**src/rtl/uart_rx.sv**
```systemverilog
// rtl/uart_rx.sv - 8N1 UART receiver with oversampled majority-vote bit recovery
module uart_rx #(
  parameter int CLK_FRQ    = 50000000,
  parameter int BAUD_RATE  = 115200,
  parameter int OVERSAMPLE = 16
) (
  input  logic       clk,
  input  logic       areset,
  input  logic       rx_in,
  output logic [7:0] rx_data,
  output logic       rx_valid,
  output logic       frame_err,
  output logic       rx_busy
);

  localparam int OS_DIV = CLK_FRQ / (BAUD_RATE * OVERSAMPLE);
  localparam int DIV_W  = (OS_DIV > 1) ? $clog2(OS_DIV) : 1;
  localparam int TICK_W = (OVERSAMPLE > 1) ? $clog2(OVERSAMPLE) : 1;
  localparam int MID    = OVERSAMPLE / 2 - 1;

  localparam logic [DIV_W-1:0]  DIV_LAST  = DIV_W'(OS_DIV - 1);
  localparam logic [TICK_W-1:0] TICK_LO   = TICK_W'(MID - 1);
  localparam logic [TICK_W-1:0] TICK_MID  = TICK_W'(MID);
  localparam logic [TICK_W-1:0] TICK_HI   = TICK_W'(MID + 1);
  localparam logic [TICK_W-1:0] TICK_LAST = TICK_W'(OVERSAMPLE - 1);

  localparam logic [2:0] IDLE  = 3'd0;
  localparam logic [2:0] START = 3'd1;
  localparam logic [2:0] DATA  = 3'd2;
  localparam logic [2:0] STOP  = 3'd3;
  localparam logic [2:0] BREAK = 3'd4;

  logic              sync1;
  logic              rx_s;
  logic              rx_prev;
  logic [2:0]        state;
  logic [DIV_W-1:0]  div_cnt;
  logic [TICK_W-1:0] tick_cnt;
  logic [2:0]        bit_cnt;
  logic [7:0]        shift;
  logic [1:0]        samp;

  logic os_tick;
  logic start_edge;
  logic vote;
  logic at_vote;
  logic at_end;

  assign os_tick    = (div_cnt == DIV_LAST);
  assign start_edge = (state == IDLE) && rx_prev && !rx_s;
  assign vote       = (samp[0] & samp[1]) | (samp[0] & rx_s) | (samp[1] & rx_s);
  assign at_vote    = os_tick && (tick_cnt == TICK_HI);
  assign at_end     = os_tick && (tick_cnt == TICK_LAST);
  assign rx_busy    = (state == START) || (state == DATA) ||
                      (state == STOP)  || (state == BREAK);

  always_ff @(posedge clk) begin
    if (areset) begin
      sync1     <= 1'b1;
      rx_s      <= 1'b1;
      rx_prev   <= 1'b1;
      state     <= IDLE;
      div_cnt   <= '0;
      tick_cnt  <= '0;
      bit_cnt   <= 3'd0;
      shift     <= 8'h00;
      samp      <= 2'b00;
      rx_data   <= 8'h00;
      rx_valid  <= 1'b0;
      frame_err <= 1'b0;
    end else begin
      sync1     <= rx_in;
      rx_s      <= sync1;
      rx_prev   <= rx_s;
      rx_valid  <= 1'b0;
      frame_err <= 1'b0;

      // Sample timing is anchored to the start edge, not to a free-running divider.
      if (start_edge) begin
        div_cnt  <= '0;
        tick_cnt <= '0;
      end else if (os_tick) begin
        div_cnt  <= '0;
        tick_cnt <= (tick_cnt == TICK_LAST) ? '0 : tick_cnt + 1'b1;
      end else begin
        div_cnt <= div_cnt + 1'b1;
      end

      if (os_tick && tick_cnt == TICK_LO)  samp[0] <= rx_s;
      if (os_tick && tick_cnt == TICK_MID) samp[1] <= rx_s;

      case (state)
        IDLE: begin
          bit_cnt <= 3'd0;
          if (start_edge) state <= START;
        end
        START: begin
          if (at_vote && vote) state <= IDLE;
          else if (at_end)     state <= DATA;
        end
        DATA: begin
          if (at_vote) shift <= {vote, shift[7:1]};
          if (at_end) begin
            if (bit_cnt == 3'd7) state <= STOP;
            bit_cnt <= bit_cnt + 3'd1;
          end
        end
        STOP: begin
          // Leave at mid-stop so a following start bit is caught on its edge.
          if (at_vote) begin
            if (vote) begin
              rx_data  <= shift;
              rx_valid <= 1'b1;
              state    <= IDLE;
            end else begin
              frame_err <= 1'b1;
              state     <= BREAK;
            end
          end
        end
        BREAK: begin
          if (rx_s) state <= IDLE;
        end
        default: state <= IDLE;
      endcase
    end
  end

endmodule

```
**config.mk**
```make
export PLATFORM = sky130hd
export DESIGN_NAME = uart_rx
export DESIGN_NICKNAME = d
export VERILOG_FILES = /design/src/rtl/uart_rx.sv
export SDC_FILE = /design/constraint.sdc
export NUM_CORES = 1
export LEC_CHECK = 0
export ABC_AREA = 1
export CAP_MARGIN = 25
export CORE_UTILIZATION = 45
export DETAILED_ROUTE_END_ITERATION = 7
export GPL_TIMING_DRIVEN = 0
export SLEW_MARGIN = 20
export SYNTH_ARGS = -nofsm -noshare
export SYNTH_HDL_FRONTEND = slang
export SYNTH_SLANG_ARGS = --single-unit
```
**constraint.sdc**
```tcl
create_clock -name clk -period 2.8 [get_ports clk]
set_input_delay 0.28 -clock clk [delete_from_list [all_inputs] [get_ports clk]]
set_output_delay 0.28 -clock clk [all_outputs]
set_load 0.03 [all_outputs]
```
==> results.py, run 1 <==
metrics = {
    "critical_path": {
        "rr_worst_depth": 9,
        "crit_path_top_delay_cell": "clkdlybuf4s50_1",
        "r2r_start": "tick_cnt[0]",
        "path_cells": "nor2_1 -> xor2_1 -> clkdlybuf4s50_1",
        "worstSetupStartpointType": "register",
        "r2r_slack_ns": 1.24,
        "cp_max_fo": 4,
        "critPathCaptureType": "output port",
        "timing.rr.end": "rx_data[7]",
        "critical_path_class": "reg2out",
        "slowest_delay_ns": 0.68,
        "cp.required_ns": 2.52,
        "worst_ep_arrival_time_ns": 1.64,
    },
    "logic_synthesis": {
        "mappedNetlistArea_um2": 1680,
        "synth_cell_types": 23,
        "synth_nets": 226,
        "yosysWarnings": 0,
        "ys_ff_latch": 38,
        "synth.avg_cell_area_um2": 7.80,
        "synthCells": 216,
        "synth_seq_area_share": 0.452,
    },
    "place": {
        "place_congestion": 0.815,
        "numPortBuffers": 13,
        "dpl_worst_slack_ns": 1.05,
        "place_inst": 275,
        "post-dp-hpwl_um": 2380,
    },
    "timing": {
        "fin_crit_sh": 0.687,
        "final.min_clock_period_ns": 1.92,
        "setup_violations": 0,
        "finalWorstSetupSlack_ns": 0.877,
        "setup_tns_ns": 0,
        "fmax_mhz": 520,
        "worst_pin_slew_ns": 0.448,
        "skew_ns": 0.00773,
        "holdWs_ns": 0.409,
        "final-hold-violation-count": 0,
        "slew_violations": 0,
        "rsz0062_at_grt": "false",
        "slew_headroom": 0.701,
    },
    "final_layout": {
        "nets": 246,
        "drive_gt1_frac": 0.128,
        "area_growth_pct": 16.0,
        "antenna_cells": 0,
        "final_common_cell": "nand2_1",
        "mostFrequentLayoutCells": "nand2_1, dfxtp_1, nor2_1, a21oi_1, inv_1",
        "final_cell_count_no_fill": 281,
    },
    "power": {
        "power.total_mw": 1.17,
        "powerDensity_nw_per_um2": 599,
        "ir_drop_mv": 0.393,
        "leakagePower_nw": 0.807,
    },
    "detailed_routing": {
        "route.detailed.drc": 0,
        "vias": 1389,
        "drt-total-wl_um": 3230,
        "drtPass1Iterations": 5,
        "postRouteAntennaNets": 0,
        "drt_iter0_drc": 76,
        "viasPerCell": 4.94,
        "wl_per_cell_um": 11.5,
    },
    "clock_network": {
        "cts_tree": "yes",
        "insertion_delay_ns": 0.28,
        "cts_buffers": 5,
        "postCtsHoldBufs": 0,
        "cts.sinks": 38,
        "htree_levels": 2,
        "clock_path_buffers": 2,
        "cts-resized-gates": 0,
        "clk_transition_reported_paths_ns": 0.07,
        "root_buffer": "clkbuf_8",
        "postCtsSetupBuffers": 0,
    },
    "grt": {
        "grt_pass1_wl_um": 5690,
        "grt_max_degree": 11,
        "grt_pass1_vias": 1339,
        "grt_overflow": 0,
        "grt_antenna_before_repair": 0,
        "grt_usage": 0.182,
    },
    "die": {
        "std_cell_rows": 21,
        "die_area_um2": 3990,
        "boundaryPins": 14,
        "core_um2": 3470,
        "die-width_um": 63.2,
        "die_height_um": 63.2,
        "start_util": 0.486,
    },
    "run": {
        "cap_violations": 0,
    },
    "worst_hold_path": {
        "worstHoldStart": "sync1",
        "whs_endpoint": "rx_s",
        "hold_path_class": "reg2reg",
        "min_delay_path_depth": 1,
    },
    "outcome": {
        "run_status": "complete, no violations",
    },
}
cell families after synthesis:
family | after synthesis | synth area share
AO/OA/AOI/OAI | 36 | 0.110
XOR/XNOR | 4 | 0.0208
buffers and inverters | 27 | 0.0721
adder cells (fa/ha/maj) | 7 | 0.0520
AND/OR/NAND/NOR | 104 | 0.293
flip-flops | 38 | 0.452
synthesized netlist by cell type:
| master | instances | area share |
|---|---|---|
| nand2_1 | 39 | 0.087 |
| dfxtp_1 | 38 | 0.45 |
| nor2_1 | 30 | 0.067 |
| a21oi_1 | 20 | 0.059 |
| inv_1 | 17 | 0.038 |
| nand3_1 | 16 | 0.048 |
| o21ai_0 | 13 | 0.039 |
| ha_1 | 7 | 0.052 |
| inv_2 | 5 | 0.011 |
| nor2_4 | 4 | 0.027 |
| or2_2 | 4 | 0.015 |
| xor2_1 | 4 | 0.021 |
| a31oi_1 | 2 | 0.0074 |
| buf_6 | 2 | 0.013 |
| clkbuf_1 | 2 | 0.0045 |
| nand2_2 | 2 | 0.0074 |
| nand2_4 | 2 | 0.013 |
| nand3_2 | 2 | 0.012 |
| nand4_1 | 2 | 0.0074 |
| nor2_2 | 2 | 0.0074 |
| a21boi_0 | 1 | 0.0045 |
| clkinv_4 | 1 | 0.0052 |
| nor3_1 | 1 | 0.0030 |
critical path, delay by kind of cell (launching register included):
kind | cells | cell delay, ns
xor+xnor | 1 | 0.17
buf+inv | 1 | 0.68
flops | 1 | 0.34
simple gates | 1 | 0.17
report_power, final:
part	internal, mW	switching (mW)
combinational	0.0865	0.146
sequential	0.560	0.0180
clock	0.190	0.171
total	0.836	0.335
sequential cells by signal (all words and copies together), names as in the netlist:
| signal | count |
|---|---|
| rx_data | 8 |
| frame_err | 1 |
| shift | 8 |
| tick_cnt | 4 |
| bit_cnt | 3 |
| rx_prev | 1 |
| rx_s | 1 |
| rx_valid | 1 |
| state | 3 |
| sync1 | 1 |
| samp | 2 |
| div_cnt | 5 |
metrics by stage:
stage | area (um^2) | utilization
floorplan | 1680 | -
detailed placement | 1870 | 0.540
global route | 1950 | 0.563
finish | 1950 | 0.563
global placement | 1870 | 0.540
CTS | 1950 | 0.563
layout make-up:
class                   instances  area [um^2]
repair buffers                 13          130
plain buffers                   4         30.0
inverters                      23         91.3
clock buffers                   6         82.6
multi-input cells             151          802
well taps                      46         57.6
flip-flops and latches         38          761
fillers                       337         1510
layer usage:
layer | vias up | global-route usage | wire [um] | share of wire
li1 | 728 | - | - | -
met5 | - | 0 | 0 | 0
met2 | 28 | 0.293 | 1430 | 0.44
met4 | 0 | 0.0682 | 56 | 0.017
met3 | 5 | 0.0616 | 119 | 0.037
met1 | 628 | 0.224 | 1620 | 0.50
how the worst max path moves through the flow:
stage                from          to  slack, ns  depth (start not counted)
5_1_grt          state[0]     rx_busy       0.79                          3
6_report         state[0]     rx_busy       0.88                          3
3_5_place_dp       areset  rx_data[7]       1.05                          5
2_1_floorplan  div_cnt[0]    state[2]       1.41                         12
4_1_cts          state[1]     rx_busy       0.86                          3
3_3_place_gp       areset  rx_data[7]       1.05                          5
Note: power is estimated with default switching activity, not from simulation.
==> run 2, diff against run 1 <==
- PLACE_DENSITY: unset -> 0.67
- clock period: 2.8 -> 1.6 ns (I/O delays scaled with it)
==> run 2 against run 1 <==
Net effect: highest routed layer unchanged; first-iteration DRC count down 20%; largest cell class unchanged; hold slack better by 0.0023 ns; power rose by 88%; largest power group unchanged; critical endpoint unchanged.
==> results.py, run 2 (same netlist as run 1, synthesis figures left out) <==
metrics = {
    "outcome": {
        "run_status": "complete, no violations",
    },
    "place": {
        "place_congestion": 0.824,
        "post-dp-hpwl_um": 2210,
        "numPortBuffers": 13,
    },
    "critical_path": {
        "critPathCaptureType": "output port",
        "cp.required_ns": 1.44,
        "cp_max_fo": 5,
        "worst_ep_arrival_time_ns": 1.36,
        "worstSetupStartpointType": "register",
        "critical_path_class": "reg2out",
    },
    "detailed_routing": {
        "route.detailed.drc": 0,
        "viasPerCell": 4.82,
        "wl_per_cell_um": 10.9,
        "drt-total-wl_um": 3110,
        "drt_iter0_drc": 61,
        "postRouteAntennaNets": 0,
        "drtPass1Iterations": 4,
        "vias": 1375,
    },
    "die": {
        "core_um2": 3470,
        "die-width_um": 63.2,
        "boundaryPins": 14,
        "die_area_um2": 3990,
        "std_cell_rows": 21,
        "start_util": 0.486,
        "die_height_um": 63.2,
    },
    "power": {
        "p_sw_frac": 0.277,
        "clockPowerShare": 0.357,
        "comb_power_share": 0.184,
        "ir_drop_mv": 0.563,
        "leakagePower_nw": 0.863,
        "p_switching_mw": 0.611,
        "powerDensity_nw_per_um2": 1080,
        "p_int_mw": 1.59,
        "p_seq_frac": 0.459,
    },
    "clock_network": {
        "htree_levels": 2,
        "clk_transition_reported_paths_ns": 0.07,
        "cts_tree": "yes",
        "cts.sinks": 38,
        "clock_path_buffers": 2,
        "cts_buffers": 5,
        "root_buffer": "clkbuf_8",
        "insertion_delay_ns": 0.29,
    },
    "grt": {
        "grt_overflow": 0,
        "grtUsageMet2": 0.257,
        "grt_pass1_wl_um": 5570,
        "grtUsageMet1": 0.246,
        "grt_usage": 0.178,
        "grt_pass1_vias": 1235,
        "use_met3": 0.0489,
        "grt_antenna_before_repair": 0,
        "busiest_layer": "met2",
        "grt_max_degree": 12,
    },
    "final_layout": {
        "final_core_utilization": 0.589,
        "antenna_cells": 0,
        "largest_registers": "rx_data: 8 flops, shift: 8 flops, div_cnt: 5 flops",
        "nFillCells": 344,
        "area_growth_pct": 21.4,
        "drive_gt1_frac": 0.163,
        "mostFrequentLayoutCells": "nand2_1, dfxtp_1, nor2_1, a21oi_1, inv_1",
        "nets": 248,
        "final_common_cell": "nand2_1",
    },
    "timing": {
        "worst_pin_slew_ns": 0.447,
        "setup_tns_ns": 0,
        "slew_violations": 0,
        "setup_violations": 0,
        "fin_crit_sh": 0.953,
        "final.min_clock_period_ns": 1.52,
        "slew_headroom": 0.702,
        "holdWs_ns": 0.411,
        "skew_ns": 0.00510,
        "fmax_mhz": 656,
        "final-hold-violation-count": 0,
        "rsz0062_at_grt": "true",
    },
    "run": {
        "cap_violations": 0,
    },
    "worst_hold_path": {
        "hold_path_class": "reg2reg",
    },
}
==> run 2: metal layers <==
metal	up-vias	wire length (um)
met5	-	0
met2	12	1270
met3	6	79
li1	738	-
met1	619	1700
met4	0	55
==> run 2: power groups by stage <==
stage	clock network, mW	logic [mW]	registers [mW]
global placement	0	0.400	1.03
CTS	0.812	0.395	1.01
detailed placement	0	0.408	1.03
floorplan	0	0.312	1.02
finish	0.787	0.406	1.01
global route	0.847	0.470	1.02
==> run 2: worst paths after layout <==
kind | from | end | slack [ns] | depth (start not counted)
worst min register to register | sync1 | rx_s | 0.41 | 1
worst min-delay path | sync1 | rx_s | 0.41 | 1
worst max register to register | tick_cnt[0] | rx_data[4] | 0.10 | 9
worst max-delay path | state[1] | rx_busy | 0.08 | 3
==> run 2: critical path, stage by stage, from the launching register on <==
cell	delay, ns
dfxtp_1	0.35
nor2_1	0.18
xor2_1	0.17
clkdlybuf4s15_1	0.38
==> run 2: timing repair <==
item	in CTS	in global routing
endpoints found under the setup margin	1	25
hold buffers	0	0
setup buffers	0	2
gates resized for setup	1	14
pin swaps	0	3
==> run 2: through the flow <==
step | instance area, um^2 | power [mW] | cells | setup slack, ns
after floorplan | 1680 | 1.34 | 216 | 0.213
after global placement | 1870 | 1.43 | 275 | -0.0602
after detailed placement | 1870 | 1.44 | 275 | -0.0858
after CTS | 1980 | 2.22 | 283 | 0.0298
after global routing | 2040 | 2.33 | 285 | -0.0146
final | 2040 | 2.20 | 285 | 0.0752
==> run 2: final cells by class <==
class                   count  area (um^2)  share of cell area
multi-input cells         151          838               0.410
flip-flops and latches     38          763               0.373
repair buffers             15          158              0.0771
inverters                  23         91.3              0.0447
clock buffers               7         76.3              0.0373
well taps                  46         57.6              0.0282
clock inverters             1         30.0              0.0147
plain buffers               4         30.0              0.0147
==> run 3, diff against run 2 <==
- CORE_UTILIZATION: 45 -> 40
- PLACE_DENSITY: 0.67 -> unset
==> run 3 against run 2 <==
Net effect: combinational power about the same; global-route usage down 1.9 points; sequential power about the same; power down 4.9%; hold slack better by 0.0012 ns; maximum frequency up 0.31%; highest routed layer unchanged; cell count up 2.1%; clock-buffer cell count unchanged; largest cell class unchanged; first-iteration DRC count down 30%.
==> results.py, run 3 (same netlist as run 1, synthesis figures left out) <==
metrics = {
    "final_layout": {
        "largest_registers": "rx_data: 8 flops, shift: 8 flops, div_cnt: 5 flops",
        "drive_gt1_frac": 0.174,
        "antenna_cells": 0,
        "final_common_cell": "nand2_1",
        "final_cell_count_no_fill": 291,
        "area_growth_pct": 20.5,
        "nFillCells": 403,
        "mostFrequentLayoutCells": "nand2_1, dfxtp_1, nor2_1, a21oi_1",
        "nets": 250,
    },
    "power": {
        "comb_power_share": 0.195,
        "leakagePower_nw": 0.853,
        "power.total_mw": 2.10,
        "clockPowerShare": 0.323,
        "p_int_mw": 1.48,
        "ir_drop_mv": 0.655,
        "p_switching_mw": 0.616,
        "p_sw_frac": 0.294,
        "powerDensity_nw_per_um2": 1030,
        "p_seq_frac": 0.482,
    },
    "timing": {
        "fmax_mhz": 658,
        "slew_headroom": 0.686,
        "final-hold-violation-count": 0,
        "finalWorstSetupSlack_ns": 0.0799,
        "rsz0062_at_grt": "true",
        "worst_pin_slew_ns": 0.472,
        "final.min_clock_period_ns": 1.52,
        "slew_violations": 0,
        "fin_crit_sh": 0.950,
        "skew_ns": 0.00527,
        "setup_violations": 0,
    },
    "clock_network": {
        "cts_buffers": 5,
        "root_buffer": "clkbuf_8",
        "cts_tree": "yes",
        "htree_levels": 2,
        "cts.sinks": 38,
        "insertion_delay_ns": 0.28,
        "clock_path_buffers": 2,
        "clk_transition_reported_paths_ns": 0.07,
    },
    "detailed_routing": {
        "postRouteAntennaNets": 0,
        "drt-total-wl_um": 3120,
        "wl_met2_um": 1380,
        "dr_wl_met3_um": 106,
        "wl_met1_um": 1580,
        "wl_per_cell_um": 10.7,
        "top_layer": "met4",
        "viasPerCell": 4.73,
        "route.detailed.drc": 0,
        "drt_iter0_drc": 43,
        "drtPass1Iterations": 4,
        "vias": 1376,
    },
    "critical_path": {
        "timing.rr.end": "rx_data[4]",
        "critPathCaptureType": "register",
        "critical_path_class": "reg2reg",
        "crit_end": "rx_data[4]",
        "r2r_start": "tick_cnt[0]",
        "cp_max_fo": 8,
        "cp.required_ns": 1.82,
        "startpoint": "tick_cnt[0]",
        "worstSetupStartpointType": "register",
        "worst_ep_arrival_time_ns": 1.74,
        "r2r_slack_ns": 0.08,
        "rr_worst_depth": 9,
    },
    "place": {
        "dpl_worst_slack_ns": -0.0570,
        "place_congestion": 0.849,
        "place_inst": 279,
        "numPortBuffers": 13,
        "post-dp-hpwl_um": 2190,
    },
    "die": {
        "core_um2": 4030,
        "start_util": 0.418,
        "die_height_um": 66.9,
        "die_area_um2": 4470,
        "boundaryPins": 14,
        "std_cell_rows": 23,
        "die-width_um": 66.9,
    },
    "grt": {
        "grt_pass1_vias": 1226,
        "grt_antenna_before_repair": 0,
        "grt_usage": 0.159,
        "grt_pass1_wl_um": 5280,
        "grt_overflow": 0,
        "grt_max_degree": 12,
    },
    "outcome": {
        "run_status": "complete, no violations",
    },
    "run": {
        "cap_violations": 0,
    },
    "worst_hold_path": {
        "min_delay_path_depth": 1,
        "hold_path_class": "reg2reg",
    },
}
-- run 3: changes by cell type in the layout (fill, tap and decap cells not counted), sizes merged --
cell / previous run / this run
clkinv: 1 / 2
buf: 4 / 6
bufinv: 1 / 0
-- run 3: power by group through the flow --
stage | sequential (mW) | clock, mW | combinational (mW)
after detailed placement | 1.03 | 0 | 0.405
after floorplan | 1.02 | 0 | 0.312
after global routing | 1.02 | 0.735 | 0.467
after CTS | 1.01 | 0.708 | 0.390
final | 1.01 | 0.677 | 0.408
after global placement | 1.03 | 0 | 0.405
-- run 3: worst max-delay path: stages, from the launching register on --
cell	delay (ns)
dfxtp_2	0.34
inv_2	0.06
ha_1	0.14
nand2_1	0.08
nor2_4	0.14
nand3_4	0.10
nor2_4	0.24
buf_4	0.15
o21ai_0	0.06
a21oi_1	0.12
-- run 3: final cells by class --
class | count | area, um^2 | share of cell area
Clock inverter | 1 | 5.00 | 0.00247
Sequential cell | 38 | 764 | 0.377
Timing Repair Buffer | 17 | 160 | 0.0789
Multi-Input combinational cell | 151 | 827 | 0.408
Tap cell | 50 | 62.6 | 0.0308
Clock buffer | 7 | 86.3 | 0.0425
Buffer | 4 | 30.0 | 0.0148
Inverter | 23 | 93.8 | 0.0462
-- run 3: how the worst min path moves through the flow --
stage,endpoint,startpoint
global route,sync1,rx_in
finish,rx_s,sync1
detailed placement,rx_s,sync1
global placement,rx_s,sync1
floorplan,shift[0],areset
CTS,rx_s,sync1
-- run 3: timing repair --
action	in CTS	in global routing
cloned	0	0
pin swaps	0	4
hold buffers	0	0
buffers inserted	0	4
gates resized for setup	1	12
endpoints found under the setup margin	1	20
-- run 3: layer usage --
metal  vias up  track usage
li1        736            -
met1       612        0.213
met3         5       0.0360
met5         -            0
met2        23        0.237
met4         0       0.0798
-- run 3: stage by stage --
| step | area, um^2 | hold slack, ns | utilization | TNS (ns) |
|---|---|---|---|---|
| 5_1_grt | 2030 | 0.452 | 0.504 | -0.0317 |
| 2_1_floorplan | 1680 | 0.229 | - | 0 |
| 3_3_place_gp | 1880 | 0.391 | 0.466 | -0.426 |
| 6_report | 2030 | 0.412 | 0.504 | 0 |
| 4_1_cts | 1970 | 0.416 | 0.488 | 0 |
| 3_5_place_dp | 1880 | 0.399 | 0.466 | -0.235 |
